--- src/rtl/icache_fetch_responder.sv ---
// Direct-mapped instruction cache answering the PC / BUSY_WAIT fetch handshake.
// Latency: a hit returns INSTRUCTION combinationally in the same cycle; a miss stalls L+3 cycles (L = memory busy cycles).
// Backpressure: BUSY_WAIT holds the PC unit while a miss is outstanding; MEM_BUSY_WAIT holds the cache in FETCH.
module icache_fetch_responder #(
    parameter int INDEX_BITS = 3
) (
    input  logic         CLK,
    input  logic         RESET,
    input  logic [31:0]  PC,
    output logic [31:0]  INSTRUCTION,
    output logic         BUSY_WAIT,
    output logic         MEM_READ,
    output logic [27:0]  MEM_ADDRESS,
    input  logic [127:0] MEM_READDATA,
    input  logic         MEM_BUSY_WAIT
);

    localparam int LINES    = 1 << INDEX_BITS;
    localparam int TAG_BITS = 28 - INDEX_BITS;

    typedef enum logic [1:0] {
        IDLE  = 2'd0,
        FETCH = 2'd1,
        FILL  = 2'd2
    } state_t;

    state_t                state_q, state_d;
    logic [LINES-1:0]      valid_q;
    logic [TAG_BITS-1:0]   tag_q  [LINES];
    logic [127:0]          data_q [LINES];

    // Block address of the outstanding miss; its low bits double as the line index.
    logic [27:0]           blk_q, blk_d;
    logic [127:0]          buf_q, buf_d;
    logic [31:0]           instr_q, instr_d;

    logic [1:0]            pc_offset;
    logic [INDEX_BITS-1:0] pc_index;
    logic [TAG_BITS-1:0]   pc_tag;
    logic                  pc_unused;

    logic                  hit;
    logic [127:0]          line_dat;
    logic [31:0]           hit_word;
    logic                  fill_we;
    logic [INDEX_BITS-1:0] fill_idx;
    logic [TAG_BITS-1:0]   fill_tag;
    logic                  busy;
    logic                  mread;

    assign pc_offset = PC[3:2];
    assign pc_index  = PC[3+INDEX_BITS:4];
    assign pc_tag    = PC[31:4+INDEX_BITS];
    // Byte offset within a word is meaningless for instruction fetch.
    assign pc_unused = ^PC[1:0];

    assign fill_idx  = blk_q[INDEX_BITS-1:0];
    assign fill_tag  = blk_q[27:INDEX_BITS];

    // Tag lookup written as an OR over lines so an unknown PC cannot make hit unknown while all lines are invalid.
    always_comb begin
        hit = 1'b0;
        for (int i = 0; i < LINES; i++) begin
            if (valid_q[i] && (pc_index == INDEX_BITS'(i)) && (tag_q[i] == pc_tag)) begin
                hit = 1'b1;
            end
        end
    end

    // Word select from the indexed line.
    always_comb begin
        line_dat = data_q[pc_index];
        hit_word = line_dat[31:0];
        case (pc_offset)
            2'd0:    hit_word = line_dat[31:0];
            2'd1:    hit_word = line_dat[63:32];
            2'd2:    hit_word = line_dat[95:64];
            default: hit_word = line_dat[127:96];
        endcase
    end

    // Miss-handling FSM: next state, latched miss address, fill strobe and handshake outputs.
    always_comb begin
        state_d = state_q;
        blk_d   = blk_q;
        buf_d   = buf_q;
        instr_d = instr_q;
        fill_we = 1'b0;
        busy    = 1'b0;
        mread   = 1'b0;
        case (state_q)
            IDLE: begin
                if (hit) begin
                    instr_d = hit_word;
                end else begin
                    busy    = 1'b1;
                    blk_d   = PC[31:4];
                    state_d = FETCH;
                end
            end
            FETCH: begin
                busy  = 1'b1;
                mread = 1'b1;
                if (!MEM_BUSY_WAIT) begin
                    buf_d   = MEM_READDATA;
                    state_d = FILL;
                end
            end
            FILL: begin
                busy    = 1'b1;
                fill_we = 1'b1;
                state_d = IDLE;
            end
            default: begin
                state_d = IDLE;
            end
        endcase
    end

    // Gating with RESET keeps the handshake quiet for the whole reset window, independent of PC.
    assign BUSY_WAIT   = busy && !RESET;
    assign MEM_READ    = mread && !RESET;
    assign MEM_ADDRESS = blk_q;
    // While stalled, keep presenting the last word handed out.
    assign INSTRUCTION = (state_q == IDLE && hit) ? hit_word : instr_q;

    // Control state and valid bits; reset aborts any miss in flight so no partial fill lands.
    always_ff @(posedge CLK or posedge RESET) begin
        if (RESET) begin
            state_q <= IDLE;
            valid_q <= '0;
            blk_q   <= '0;
            instr_q <= '0;
        end else begin
            state_q <= state_d;
            blk_q   <= blk_d;
            instr_q <= instr_d;
            if (fill_we) begin
                valid_q[fill_idx] <= 1'b1;
            end
        end
    end

    // Line buffer and tag/data arrays; contents are qualified by valid_q so no reset is needed.
    always_ff @(posedge CLK) begin
        buf_q <= buf_d;
        if (fill_we) begin
            tag_q[fill_idx]  <= fill_tag;
            data_q[fill_idx] <= buf_q;
        end
    end

endmodule

--- config.mk ---
export PLATFORM = sky130hd
export DESIGN_NAME = icache_fetch_responder
export DESIGN_NICKNAME = d
export VERILOG_FILES = /design/src/rtl/icache_fetch_responder.sv
export SDC_FILE = /design/constraint.sdc
export NUM_CORES = 1
export LEC_CHECK = 0
export BUFFER_PORTS_ARGS = -buffer_cell sky130_fd_sc_hd__buf_2
export CAP_MARGIN = 15
export CORE_ASPECT_RATIO = 0.6
export CORE_MARGIN = 2
export CORE_UTILIZATION = 31
export DETAILED_ROUTE_END_ITERATION = 7
export SETUP_SLACK_MARGIN = 0.4
export SYNTH_ARGS = -nofsm -noshare
export SYNTH_HDL_FRONTEND = slang
export SYNTH_SLANG_ARGS = --single-unit
export TNS_END_PERCENT = 10
--- constraint.sdc ---
create_clock -name CLK -period 11 [get_ports CLK]
set_input_delay 2.2 -clock CLK [delete_from_list [all_inputs] [get_ports CLK]]
set_output_delay 2.2 -clock CLK [all_outputs]
set_load 0.05 [all_outputs]
* Word level (Yosys, flattened, before mapping)
Memory sizes are Yosys's and may differ from the RTL's.
Index checks and enable logic that the tools add are counted.
** Word-level totals
- Register bits :: 198
- RAM bits :: 1224
- Input bits :: 163
- Output and inout port bits :: 62
- Word-level logic and storage cells :: 83
- Memories kept :: 2
** Memories
- data_q :: depth 8, width 128, rd ports 1, clocked after memory_dff 0, write ports 1, line 30 : logic [127:0] data_q [LINES];
- tag_q :: depth 8, width 25, rd ports 8, clocked after memory_dff 0, write ports 1, line 29 : logic [TAG_BITS-1:0] tag_q [LINES];
** Operators by class
- Magnitude comparators :: 2
- Eq/ne operators :: 21
- Mux-type cells :: 21
- Bitwise gates (word level) :: 3
- Reductions and logical operators :: 29
** Operators with widths (count)
- == test 25 bit :: 8
- case mux 32 bit (3 select lines) :: 1
- 2-to-1 mux 32 bit :: 1
- logical AND 1 bit :: 20
- 2-to-1 mux 1 bit :: 14
- == test 3 bit, second input constant :: 4
- bitwise OR 8 bit :: 1
- AND reduction 2 bit :: 4
- == test 3 x 2 -> 1 bit, second input constant :: 2
- == test 2 x 1 -> 1 bit, second input constant :: 2
- == test 2 bit, second input constant :: 2
- zero test 2 bit :: 2
- less-than comparator 3 x 4 -> 1 bit, second input constant :: 1
- 2-to-1 mux 2 bit :: 2
- inequality test 2 bit, second input constant :: 2
- case mux 2 bit (2 select lines) :: 1
- demux 1 bit (select 3 bit) :: 1
- == test 3 x 1 -> 1 bit, second input constant :: 1
- >= comparator 3 x 1 -> 1 bit, second input constant :: 1
- zero test 3 bit :: 1
- NOT 1 bit :: 2
- case mux 1 bit (2 select lines) :: 1
- OR reduction 2 bit :: 1
- zero test 1 bit :: 1

* Depth between registers and ports, before layout
- Depth after elaboration :: 14
- Gate-level depth with buffers :: 10
- Mapped depth without buffers :: 7

* Worst setup path before layout
Ideal clock, no wire load.
- Path kind :: register -> register
- Start point :: register blk_q[0] (netlist: MEM_ADDRESS[0])
- End point :: register valid_q[0]
- Setup time :: 0.131 ns
- Data arrival time :: 12.137 ns
- Slack :: -1.268 ns
- Stages on the path, launching flop included :: 4
- Path buffers :: 0
- Path through :: dfrtp_1 > nand2b_1 > nor3_1 > or2_2
** On the way
- Longest elaborated chain between the ends :: 5
** Ends and longest elaborated chain
- start: declaration :: line 33 : logic [27:0] blk_q, blk_d;
- start signal: assignment :: line 136 : blk_q <= blk_d;
- less-than comparator 3 x 4 -> 1 bit (not written as such) / >= comparator 3 x 1 -> 1 bit (equally long branches) :: line 139 : valid_q[fill_idx] <= 1'b1;
- logical AND 1 bit (not written as such) :: line 139
- 2-to-1 mux 1 bit (not written as such) :: line 139
- demux 1 bit (select 3 bit) * :: line 139
- bitwise OR 8 bit (no source line) *
- end signal: assignment :: line 131 : valid_q <= '0;
- end signal: indexed assignment :: line 139
- end: declaration :: line 28 : logic [LINES-1:0] valid_q;
Every way passes the cells marked *; elsewhere a longest branch is shown, timed or not.
A chain may end at the register's enable or synchronous reset.

* Worst setup path after layout
- Start point :: input PC[26]
- End point :: output INSTRUCTION[20]
** On the way
- Longest elaborated chain between the ends :: 12
** Ends and longest elaborated chain
- start: declaration :: line 9 : input logic [31:0] PC,
- == test 25 bit :: line 64 : if (valid_q[i] && (pc_index == INDEX_BITS'(i)) && (tag_q[i] == pc_tag)) begin
- logical AND 1 bit :: line 64
- 2-to-1 mux 1 bit (7 in a row) :: line 64
- 2-to-1 mux 1 bit * :: line 64
- logical AND 1 bit * :: line 125 : assign INSTRUCTION = (state_q == IDLE && hit) ? hit_word : instr_q;
- 2-to-1 mux 32 bit * :: line 125
- end: declaration :: line 10 : output logic [31:0] INSTRUCTION,
Marks and branches as above.

==> qor.yml <==
clock_network:
  hold_buffers: 0
  h-tree-depth: 4
  clock-sinks: 1422
  cts-resized-gates: 0
  cts_tree: "built"
  clk_pin_slew_ps: 60
  cts_made_buffers: 144
  cts_root_buffer: "clkbuf_16"
  clock_latency_ps: 780
  cts_setup_buffers: 0
  cts_buffer_depth: 4
critical_path:
  start_kind: "input port"
  crit_family: "compound AO/OA/AOI/OAI gates"
  crit_top_cell: "buf_2"
  crit_buf_inv: 3
  end_kind: "output pin"
  max_stage_delay_ps: 890
  slowest_stage: "nor4_1"
  critPathMaxFanout: 43
  required_ps: 8800
  cp_cell_sequence: "buf_2 -> xor2_1 -> nor4_1 -> nand4_1 -> o22ai_1 -> o41a_4 -> buf_4 -> nor2_1 -> a21oi_2 -> buf_2"
  cp_data_arrival_time_ps: 6110
  crit_type: "input port to output pin"
sta:
  worst_slack_ps: 2690
  tns_ps: 0
  min_period_over_period_pct: 75.5
  setup_viol: 0
  period_needed_ps: 8310
  hold_viol: 0
  tightest_slew_ps: 1120
  max_freq_mhz: 120
  drv_slew: 0
  skew_ps: 78.9
  grt_setup_unrepaired: "no"
  slew-limit-headroom_pct: 25.1
pwr:
  vdd.ir_drop.worst_v: 0.000125
  power.density_mw_per_mm2: 215
  cellLeakagePower_uw: 0.0199
floorplanning:
  dieArea_sq_mm: 0.177
  io_pins: 225
  rows: 118
  die_y_microns: 326
  start_util_pct: 31.2
  die_w_microns: 541
  design.core.area_sq_mm: 0.172
placement:
  pre_cts_slack_ps: 2760
  numPortBuffers: 222
  gp_congestion: 0.765
  place_hpwl_microns: 69600
  place_inst: 4734
detailed_routing:
  wl_per_cell_microns: 25.0
  drt-total-wl_microns: 124000
  drc: 0
  via_count: 24000
  first_pass_iters: 5
  drt_iter0_drc: 2252
  drtAntennaViolNets: 0
  routed_via_density: 4.82
global_route:
  gr-total-overflow: 0
  grt_max_degree: 129
  grt_pass1_vias: 24200
  grt_usage_pct: 13.9
  grt_first_pass_wirelength_microns: 179000
  antenna_found_initial: 22
final_layout:
  final_core_util_pct: 36.0
  nets: 2768
  drive_gt1_share_pct: 30.6
  final_common_cell: "edfxtp_1"
  fillers: 15600
  area_growth_pct: 15.5
  final_cell_mix: "edfxtp_1, mux4_2, buf_2"
  final_cells: 4985
yosys:
  ys_ff_latch: 1422
  synthCells: 2302
  synth_top_area_share_pct: 75.6
  async_flop_share_pct: 4.92
  synth_area_per_cell_sq_um: 23.3
  yosys_warnings: 0
  synth-main-ff-cell: "edfxtp_1"
  syn_area_sq_mm: 0.0537
  yosysTopAreaCell: "edfxtp_1"
  yosys.cell_types.count: 35
  syn_nets: 2470
  synth_edf_count: 1352
  netlist_top_cells_area: "edfxtp_1, mux4_2, dfrtp_1, xor2_1, mux2i_1"
  ys_seq_area_share_pct: 78.8
hold_path:
  hp-class: "register to register"
status:
  status: "complete, no violations"
run:
  cap_violations: 0
## report_power, final
part	internal (uW)	switching (uW)
logic	432	931
registers	6780	419
clock network	2730	2030
total	9940	3380
## cell families (layout without fill, tap and decap cells)
| logic type | after synthesis | after routing | synth area share [%] |
|---|---|---|---|
| AOI/OAI and AO/OA | 41 | 41 | 0.480 |
| other | 0 | 3 | 0 |
| buffers and inverters | 114 | 514 | 1.25 |
| xor gates and xnor gates | 200 | 200 | 3.26 |
| and+or+nand+nor | 139 | 139 | 1.44 |
| muxes | 381 | 381 | 14.6 |
| adders and majority gates | 5 | 5 | 0.116 |
| DFF | 1422 | 1422 | 78.8 |
## sequential cells by signal, indices dropped and copies added (netlist names)
| register | flops |
|---|---|
| instr_q | 32 |
| buf_q | 128 |
| MEM_ADDRESS | 28 |
| valid_q | 8 |
| state_q | 2 |
| tag_q | 200 |
| data_q | 1024 |
## final cells by class
type                            instances  area [sq um]  area share, %
Multi-Input combinational cell        766         10800           17.4
Inverter                                3          13.8         0.0222
Sequential cell                      1422         42400           68.3
Clock buffer                          184          3910           6.30
Clock inverter                         64           616          0.992
Antenna cell                            3          7.51         0.0121
Tap cell                             2280          2850           4.60
Timing Repair Buffer                  263          1500           2.42
## worst register-to-register path: stages (launching register included)
cell and delay, ps:
edfxtp_1 380, xor2_1 160, nor4_1 890, nand4_1 270
o22ai_1 430, o41a_4 640, buf_4 460, nor2_1 90
a21oi_2 360
## through the flow
stage / power [uW] / hold slack, ps / instance area (sq um)
after floorplan: 8130 / 431 / 53700
after global placement: 8690 / 444 / 57500
after detailed placement: 8730 / 451 / 57500
after CTS: 13500 / 465 / 62000
after global routing: 13800 / 475 / 62000
final: 13300 / 466 / 62000
## per-layer routing
metal	track usage (%)	routed length [microns]
met1	20.4	55900
met2	21.4	57300
met3	3.06	8940
met4	2.84	2250
met5	0	27
## synth_stat cells (all sizes together), types with 2 or more instances
| cell | instances |
|---|---|
| edfxtp | 1352 |
| mux4 | 320 |
| xor2 | 186 |
| buf | 87 |
| dfrtp | 70 |
| nor2 | 46 |
| nor4 | 46 |
| a21oi | 36 |
| mux2i | 32 |
| mux2 | 29 |
| clkbuf | 24 |
| xnor2 | 14 |
| nand4 | 12 |
| nand3 | 8 |
| or2 | 8 |
| ha | 5 |
| nand2 | 4 |
| o22ai | 4 |
| inv | 3 |
| nand2b | 3 |
| nand4b | 3 |
| nor3 | 3 |
| nand4bb | 2 |
| nor2b | 2 |
## final timing paths
path,from,endpoint,slack (ps),depth (start not counted)
max reg2reg,tag_q[5][19],instr_q[20],7170,8
max in group asynchronous,RESET,instr_q[14],8370,3
max,PC[26],INSTRUCTION[20],2690,10
min in group asynchronous,RESET,state_q[0],1550,2
min reg2reg,valid_q[0],valid_q[0],470,1
min,valid_q[0],valid_q[0],470,1
No activity file was read; power rests on OpenSTA's default activity.
